[config.mk]
export PLATFORM = sky130hd
export DESIGN_NAME = mux8_bits_rr_collector_flat
export DESIGN_NICKNAME = d
export VERILOG_FILES = /design/src/rtl/mux8_bits_rr_collector_if.sv /design/src/rtl/mux8_bits_rr_collector.sv /design/src/flat_wrapper.sv
export SDC_FILE = /design/constraint.sdc
export NUM_CORES = 1
export LEC_CHECK = 0
export CELL_PAD_IN_SITES_DETAIL_PLACEMENT = 0
export CELL_PAD_IN_SITES_GLOBAL_PLACEMENT = 1
export CORE_MARGIN = 3
export CORE_UTILIZATION = 37
export CTS_CLUSTER_DIAMETER = 60
export CTS_CLUSTER_SIZE = 24
export DETAILED_ROUTE_END_ITERATION = 8
export PLACE_DENSITY = 0.86
export SLEW_MARGIN = 20
export SYNTH_ARGS = -nofsm -noshare
export SYNTH_HDL_FRONTEND = slang
export SYNTH_SLANG_ARGS = --single-unit
[constraint.sdc]
create_clock -name clk -period 7.7 [get_ports clk]
set_input_delay 1.54 -clock clk [delete_from_list [all_inputs] [get_ports clk]]
set_output_delay 1.54 -clock clk [all_outputs]
set_load 0.005 [all_outputs]
[src/rtl/mux8_bits_rr_collector_if.sv]
// Bundle of the eight source buses, request/ack lines and the output slot handshake.
// The collector uses the slave modport; the sources plus downstream consumer use master.
interface mux8_bits_rr_collector_if #(
  parameter int unsigned WIDTH = 8
) ();
  logic [WIDTH-1:0] D0, D1, D2, D3, D4, D5, D6, D7;
  logic [7:0]       req;
  logic [7:0]       ack;
  logic [WIDTH-1:0] Y;
  logic [2:0]       sel;
  logic             Y_valid;
  logic             Y_ready;

  modport master (
    output D0, D1, D2, D3, D4, D5, D6, D7, req, Y_ready,
    input  ack, Y, sel, Y_valid
  );

  modport slave (
    input  D0, D1, D2, D3, D4, D5, D6, D7, req, Y_ready,
    output ack, Y, sel, Y_valid
  );
endinterface

[src/rtl/mux8_bits_rr_collector.sv]
// Eight-source round-robin collector into a single registered valid/ready slot.
// The slot reports the winning channel on sel so replies can be routed back through the demux.
module mux8_bits_rr_collector #(
  parameter int unsigned WIDTH = 8
) (
  input logic                  clk,
  input logic                  rst_n,
  mux8_bits_rr_collector_if.slave bus
);

  typedef enum logic {StEmpty, StFull} state_e;

  state_e           state_q, state_d;
  logic [WIDTH-1:0] y_q, y_d;
  logic [2:0]       sel_q, sel_d;
  logic [2:0]       last_q, last_d;

  logic             load;
  logic             found;
  logic [2:0]       gnt;
  logic [2:0]       idx;
  logic [WIDTH-1:0] d_gnt;

  assign load = (state_q == StEmpty) || bus.Y_ready;

  // Rotating priority search starting one past the previous winner.
  always_comb begin
    found = 1'b0;
    gnt   = 3'd0;
    idx   = 3'd0;
    for (int i = 0; i < 8; i++) begin
      idx = last_q + 3'(i) + 3'd1;
      if (!found && bus.req[idx]) begin
        found = 1'b1;
        gnt   = idx;
      end
    end
  end

  always_comb begin
    d_gnt = bus.D0;
    case (gnt)
      3'd0: d_gnt = bus.D0;
      3'd1: d_gnt = bus.D1;
      3'd2: d_gnt = bus.D2;
      3'd3: d_gnt = bus.D3;
      3'd4: d_gnt = bus.D4;
      3'd5: d_gnt = bus.D5;
      3'd6: d_gnt = bus.D6;
      3'd7: d_gnt = bus.D7;
      default: d_gnt = bus.D0;
    endcase
  end

  always_ff @(posedge clk or negedge rst_n) begin
    if (!rst_n) begin
      state_q <= StEmpty;
      y_q     <= '0;
      sel_q   <= 3'd0;
      last_q  <= 3'd7;
    end else begin
      state_q <= state_d;
      y_q     <= y_d;
      sel_q   <= sel_d;
      last_q  <= last_d;
    end
  end

  always_comb begin
    state_d = state_q;
    y_d     = y_q;
    sel_d   = sel_q;
    last_d  = last_q;
    if (load) begin
      if (found) begin
        state_d = StFull;
        y_d     = d_gnt;
        sel_d   = gnt;
        last_d  = gnt;
      end else begin
        state_d = StEmpty;
      end
    end
  end

  // Gating with rst_n keeps ack silent while reset is asserted.
  always_comb begin
    bus.ack = 8'd0;
    if (load && found && rst_n) begin
      bus.ack = 8'd1 << gnt;
    end
  end

  assign bus.Y       = y_q;
  assign bus.sel     = sel_q;
  assign bus.Y_valid = (state_q == StFull);

endmodule
[src/flat_wrapper.sv]
// flat-port wrapper written by rule: the top's interface ports become plain ports
module mux8_bits_rr_collector_flat 
#(
  parameter int unsigned WIDTH = 8
)
  (clk, rst_n, bus_D0, bus_D1, bus_D2, bus_D3, bus_D4, bus_D5, bus_D6, bus_D7, bus_req, bus_Y_ready, bus_ack, bus_Y, bus_sel, bus_Y_valid);
  mux8_bits_rr_collector_if #(.WIDTH(WIDTH)) bus_i ();
  input logic clk;
  input logic rst_n;
  input wire logic [$bits(bus_i.D0)-1:0] bus_D0;
  input wire logic [$bits(bus_i.D1)-1:0] bus_D1;
  input wire logic [$bits(bus_i.D2)-1:0] bus_D2;
  input wire logic [$bits(bus_i.D3)-1:0] bus_D3;
  input wire logic [$bits(bus_i.D4)-1:0] bus_D4;
  input wire logic [$bits(bus_i.D5)-1:0] bus_D5;
  input wire logic [$bits(bus_i.D6)-1:0] bus_D6;
  input wire logic [$bits(bus_i.D7)-1:0] bus_D7;
  input wire logic [$bits(bus_i.req)-1:0] bus_req;
  input wire logic [$bits(bus_i.Y_ready)-1:0] bus_Y_ready;
  output wire logic [$bits(bus_i.ack)-1:0] bus_ack;
  output wire logic [$bits(bus_i.Y)-1:0] bus_Y;
  output wire logic [$bits(bus_i.sel)-1:0] bus_sel;
  output wire logic [$bits(bus_i.Y_valid)-1:0] bus_Y_valid;
  assign bus_i.D0 = bus_D0;
  assign bus_i.D1 = bus_D1;
  assign bus_i.D2 = bus_D2;
  assign bus_i.D3 = bus_D3;
  assign bus_i.D4 = bus_D4;
  assign bus_i.D5 = bus_D5;
  assign bus_i.D6 = bus_D6;
  assign bus_i.D7 = bus_D7;
  assign bus_i.req = bus_req;
  assign bus_i.Y_ready = bus_Y_ready;
  assign bus_ack = bus_i.ack;
  assign bus_Y = bus_i.Y;
  assign bus_sel = bus_i.sel;
  assign bus_Y_valid = bus_i.Y_valid;
  mux8_bits_rr_collector #(.WIDTH(WIDTH)) u_core (.clk(clk), .rst_n(rst_n), .bus(bus_i));
endmodule
==> results of run 1 <==
[worst paths after layout]
| path | from | to | depth (start not counted) |
|---|---|---|---|
| max | bus_req[7] | bus_ack[6] | 9 |
| min | u_core.bus.sel[0]$_DFFE_PN0P_ | u_core.bus.sel[0]$_DFFE_PN0P_ | 1 |
| max reg2reg | u_core.last_q[1]$_DFFE_PN1P_ | u_core.bus.Y[5]$_DFFE_PN0P_ | 10 |
| min reg2reg | u_core.bus.sel[0]$_DFFE_PN0P_ | u_core.bus.sel[0]$_DFFE_PN0P_ | 1 |
| max in group asynchronous | rst_n | u_core.bus.Y[2]$_DFFE_PN0P_ | 1 |
| min in group asynchronous | rst_n | u_core.bus.Y[6]$_DFFE_PN0P_ | 1 |
[cells in the final DEF (no fill, tap or decap), types with 4 or more instances in the layout]
| master | n |
|---|---|
| mux2_2 | 11 |
| a31oi_1 | 8 |
| nand4_1 | 6 |
| mux2i_1 | 24 |
| a211oi_1 | 4 |
| o41ai_2 | 7 |
| o2bb2ai_1 | 5 |
| o21ai_0 | 9 |
| nand2_1 | 23 |
| buf_4 | 6 |
| clkdlybuf4s50_1 | 94 |
| and2_1 | 6 |
| nor4_1 | 6 |
| nand2b_1 | 14 |
| nand3b_1 | 4 |
| a21oi_1 | 20 |
| nand3_1 | 8 |
| dfrtp_1 | 12 |
| mux4_2 | 9 |
| nor2_1 | 23 |
| inv_1 | 5 |
| nor3_1 | 8 |
[worst reg2reg max path: stages, from the launching register on]
cell	delay, ns
dfstp_2	0.70
inv_1	0.12
ha_1	0.68
mux4_2	0.53
nor4b_1	0.20
nor4_2	0.48
a211oi_4	0.10
o32ai_4	0.68
nand2_1	0.42
a21oi_1	0.31
a31oi_1	0.11
[through the flow]
stage	hold WS, ns	cells	area (um2)	setup WS, ns
after floorplan	0.473	328	2830	2.15
after global routing	0.513	498	3790	0.207
after CTS	0.491	498	3790	0.490
final	0.488	498	3790	0.430
after global placement	0.471	494	3740	0.704
after detailed placement	0.471	494	3740	0.518
[sequential cells by signal (all words and copies together) (netlist names)]
| register | cells |
|---|---|
| u_core.bus.Y | 8 |
| u_core.bus.Y_valid | 1 |
| u_core.bus.sel | 3 |
| u_core.last_q | 3 |
[cell families after synthesis]
family	after synthesis	synth area share, %
compound gates	102	30.3
flops	15	13.4
xor+xnor	4	1.24
buf+inv	39	7.83
simple gates	119	24.6
mux	46	21.2
fa+ha+maj	3	1.33
[cell type report]
cell class	count	area, um2
clock buffers	3	41.3
clock inverters	1	5.00
fillers	692	3540
inverters	6	22.5
multi-input cells	274	2230
flip-flops and latches	15	379
well taps	99	124
repair buffers	100	986
[per-layer routing]
layer / vias up / part of all wire, %
met5: - / 0
met4: 0 / 1.8
met3: 14 / 5.8
met2: 108 / 50
met1: 1409 / 42
li1: 1426 / -
==> results_dict.tcl, run 1 <==
set metrics [dict create \
    portBuffers 94 \
    clk_transition_reported_paths_ns 0.07 \
    syn_avg_cell_area_um2 8.62 \
    cts_root_buf "clkbuf_8" \
    worstPathRequired_ns 6.16 \
    cts.repair.resized 0 \
    cap_violations 0 \
    drc 0 \
    diodes 0 \
    drtIter0Drc 223 \
    numCtsBuffers 3 \
    max_freq_mhz 138 \
    grt.busiest_layer "met2" \
    setup_violations 0 \
    slew-limit-headroom_pct 49.4 \
    dieWidth_um 93.4 \
    slew_viol_final 0 \
    crit_buf_inv 2 \
    areaGrowthSynthToFinish_pct 33.8 \
    gp_congestion 0.914 \
    yosysMostFrequentCell "mux2i_1" \
    dieArea_um2 8730 \
    cp_cell_sequence "clkdlybuf4s50_1 > mux4_2 > nor4b_1 > nor4_2 > a211oi_4 > o32ai_4 > nand2_1 > nor4_1 > clkdlybuf4s50_1" \
    yosysTopAreaCellShare_pct 10.6 \
    synth_top_cell_by_area "dfrtp_1" \
    outcome "finished, final reports clean" \
    fin_crit_sh_pct 94.4 \
    cts_setup_buffers 0 \
    utilization_pct 51.6 \
    core_um2 7330 \
    num_rows 31 \
    yosysSeqAreaShare_pct 13.4 \
    io_pins 95 \
    cp_max_fo 17 \
    use_met2_pct 34.3 \
    end_kind "output port" \
    setup_tns_ns 0 \
    ctsHoldBuffers 0 \
    clkLatencyLatePin_ns 0.25 \
    ff2ff_setup_slack_ns 3.24 \
    drt_wl_total_um 9110 \
    met1_usage_pct 28.1 \
    dpl.hpwl_um 7020 \
    ys_warn_count 0 \
    die_h_um 93.4 \
    synthTopCellsByArea "dfrtp_1, mux2i_1, mux4_2" \
    yosys-top-cells-count "mux2i_1, nand2_1, nor2_1, a21oi_1, nand2b_1" \
    ys_seq_elements 15 \
    track_usage_pct 20.7 \
    grt_pass1_wl_um 14500 \
    avgViaCountPerCell 5.94 \
    clockBufferDepth 2 \
    slowest_delay_ns 0.68 \
    start_util_pct 38.6 \
    gr-total-overflow 0 \
    clock_sinks 15 \
    fin_crit_ns 7.27 \
    tightestPinTransition_ns 0.754 \
    cp_top_family "simple AND/OR/NAND/NOR gates" \
    cts_max_level 1 \
    drive_gt1_share_pct 16.0 \
    start_kind "input port" \
    synth.cell_area_um2 2830 \
    grt_max_degree 40 \
    syn_nets 406 \
    grt_pass1_vias 2840 \
    synth.distinct_cells 79 \
    arrival_ns 5.73 \
    cts_tree "yes" \
    critPathKind "input port to output port" \
    hold_violations 0 \
    grt_util_met3_pct 2.74 \
    synthArstFlopShare_pct 100 \
    clock_skew_ns 0.00542 \
    cp_slowest_cell "o32ai_4" \
    antenna_found_initial 0 \
    dr.pass1.iters 4 \
    syn_inst 328 \
    hp-class "register to register" \
    ys.flop_type "dfrtp_1" \
    synth_enable_flop_cells 0 \
    cpMostUsedCell "clkdlybuf4s50_1" \
    vias 2957 \
    ant_nets 0 \
    rsz0062_at_grt "no" \
    fin_nets 478 \
    post_drt_wl_per_cell_um 18.3 \
]
Power of run 1 is not shown: default switching activity piles up to over one toggle a cycle in this logic, so the estimate is an artifact.
==> run 2, diff against run 1 <==
- HOLD_SLACK_MARGIN: default -> 0.12
==> results of run 2 <==
Final layout, timing and power as in run 1 (identical DEF).
Power of run 2 is left out for the same reason.
==> run 3, diff against run 2 <==
--- a/constraint.sdc
+++ b/constraint.sdc
@@ -3,2 +3,2 @@
 set_output_delay 1.54 -clock clk [all_outputs]
-set_load 0.005 [all_outputs]
+set_load 0.05 [all_outputs]
==> run 3 against run 2 <==
  * Die area did not move
  * Worst hold slack improved by 0.012 ns
  * First-iteration DRC count fell by 17%
  * Sequential share of layout area barely moved
  * Flip-flop and latch count did not move
  * Non-clock buffer count did not move
  * Utilization fell by 0.12 points
  * Routed wire length rose by 0.37%
  * Global-route usage fell by 0.31 points
  * Via count rose by 0.95%
  * Critical endpoint is now bus_ack[5]
  * Largest cell class unchanged
==> results_dict.tcl, run 3 (same netlist as run 1, synthesis figures left out) <==
set metrics [dict create \
    slew_viol_final 0 \
    gp_congestion 0.919 \
    cap_violations 0 \
    dr.pass1.iters 4 \
    outcome "finished, final reports clean" \
    dp_cells 494 \
    clock_skew_ns 0.00197 \
    clkLatencyLatePin_ns 0.24 \
    grt_pass1_wl_um 14400 \
    setup_violations 0 \
    dpl.hpwl_um 7090 \
    grt_pass1_vias 2895 \
    fin_crit_sh_pct 93.6 \
    numCtsBuffers 3 \
    largest_reg_flops 8 \
    slowest_delay_ns 0.86 \
    arrival_ns 5.67 \
    cts_tree "yes" \
    start_kind "input port" \
    nFillCells 701 \
    instances_no_fill 498 \
    start_util_pct 38.6 \
    hp-class "register to register" \
    cts.repair.resized 0 \
    max_freq_mhz 139 \
    holdWs_ns 0.499 \
    areaGrowthSynthToFinish_pct 33.5 \
    drc 0 \
    fin_crit_ns 7.21 \
    die_h_um 93.4 \
    clock_sinks 15 \
    post_drt_wl_per_cell_um 18.4 \
    slew-limit-headroom_pct 39.0 \
    io_pins 95 \
    rsz0062_at_grt "no" \
    crit_buf_inv 2 \
    tightestPinTransition_ns 0.915 \
    final_cell_mix "clkdlybuf4s50_1, mux2i_1, nand2_1, nor2_1, a21oi_1" \
    ant_nets 0 \
    grt_max_degree 40 \
    track_usage_pct 20.4 \
    vias 2985 \
    drive_gt1_share_pct 16.5 \
    cts_root_buf "clkbuf_8" \
    diodes 0 \
    cts_setup_buffers 0 \
    cpMostUsedCell "clkdlybuf4s50_1" \
    core_um2 7330 \
    cp_top_family "buffers and inverters" \
    clk_transition_reported_paths_ns 0.06 \
    drt_wl_total_um 9150 \
    portBuffers 94 \
    cts_max_level 1 \
    hold_violations 0 \
    cp_max_fo 11 \
    num_rows 31 \
    setup_tns_ns 0 \
    antenna_found_initial 0 \
    drtIter0Drc 185 \
    worstPathRequired_ns 6.16 \
    ctsHoldBuffers 0 \
    dieWidth_um 93.4 \
    layout_commonest_cell "clkdlybuf4s50_1" \
    cp_cell_sequence "clkdlybuf4s50_1 > mux4_2 > mux2i_4 > nor4b_1 > o21ai_0 > a22oi_2 > o32ai_4 > nor3_4 > nor3b_1 > clkdlybuf4s50_1" \
    avgViaCountPerCell 5.99 \
    fin_nets 478 \
    cp_slowest_cell "clkdlybuf4s50_1" \
    gr-total-overflow 0 \
    end_kind "output port" \
    dieArea_um2 8730 \
    critPathKind "input port to output port" \
    clockBufferDepth 2 \
]
==> run 3: per-layer routing <==
metal / up-vias / GRT usage (%) / share of wire (%) / wire length, um
li1: 1425 / - / - / -
met1: 1431 / 26.9 / 42 / 3880
met2: 121 / 35.1 / 50 / 4550
met3: 8 / 3.14 / 6.8 / 623
met4: 0 / 4.40 / 1.0 / 93
met5: - / 0 / 0 / 0
==> run 3: final cells by class <==
cell class | count | area [um2] | share of cell area [%]
clock buffers | 4 | 45.0 | 1.19
inverters | 6 | 22.5 | 0.596
multi-input cells | 274 | 2230 | 59.0
flip-flops and latches | 15 | 379 | 10.0
well taps | 99 | 124 | 3.28
repair buffers | 100 | 978 | 25.9
==> run 3: path summary, 6_finish.rpt <==
path	from	endpoint	slack [ns]	depth (start not counted)
max	bus_req[7]	bus_ack[5]	0.49	10
max in group asynchronous	rst_n	u_core.bus.Y_valid$_DFFE_PN0N_	5.50	1
min	u_core.bus.sel[0]$_DFFE_PN0P_	u_core.bus.sel[0]$_DFFE_PN0P_	0.50	1
min in group asynchronous	rst_n	u_core.bus.Y[4]$_DFFE_PN0P_	1.74	1
min reg2reg	u_core.bus.sel[0]$_DFFE_PN0P_	u_core.bus.sel[0]$_DFFE_PN0P_	0.50	1
max reg2reg	u_core.last_q[1]$_DFFE_PN1P_	u_core.bus.Y[4]$_DFFE_PN0P_	2.92	11
==> run 3: per-stage QoR <==
stage	util, %	setup slack [ns]	instance area [um2]
floorplan	-	0.904	2830
global placement	50.9	0.622	3730
detailed placement	50.9	0.514	3730
CTS	51.5	0.515	3780
global route	51.5	0.230	3780
finish	51.5	0.491	3780
Power of run 3 is left out for the same reason.
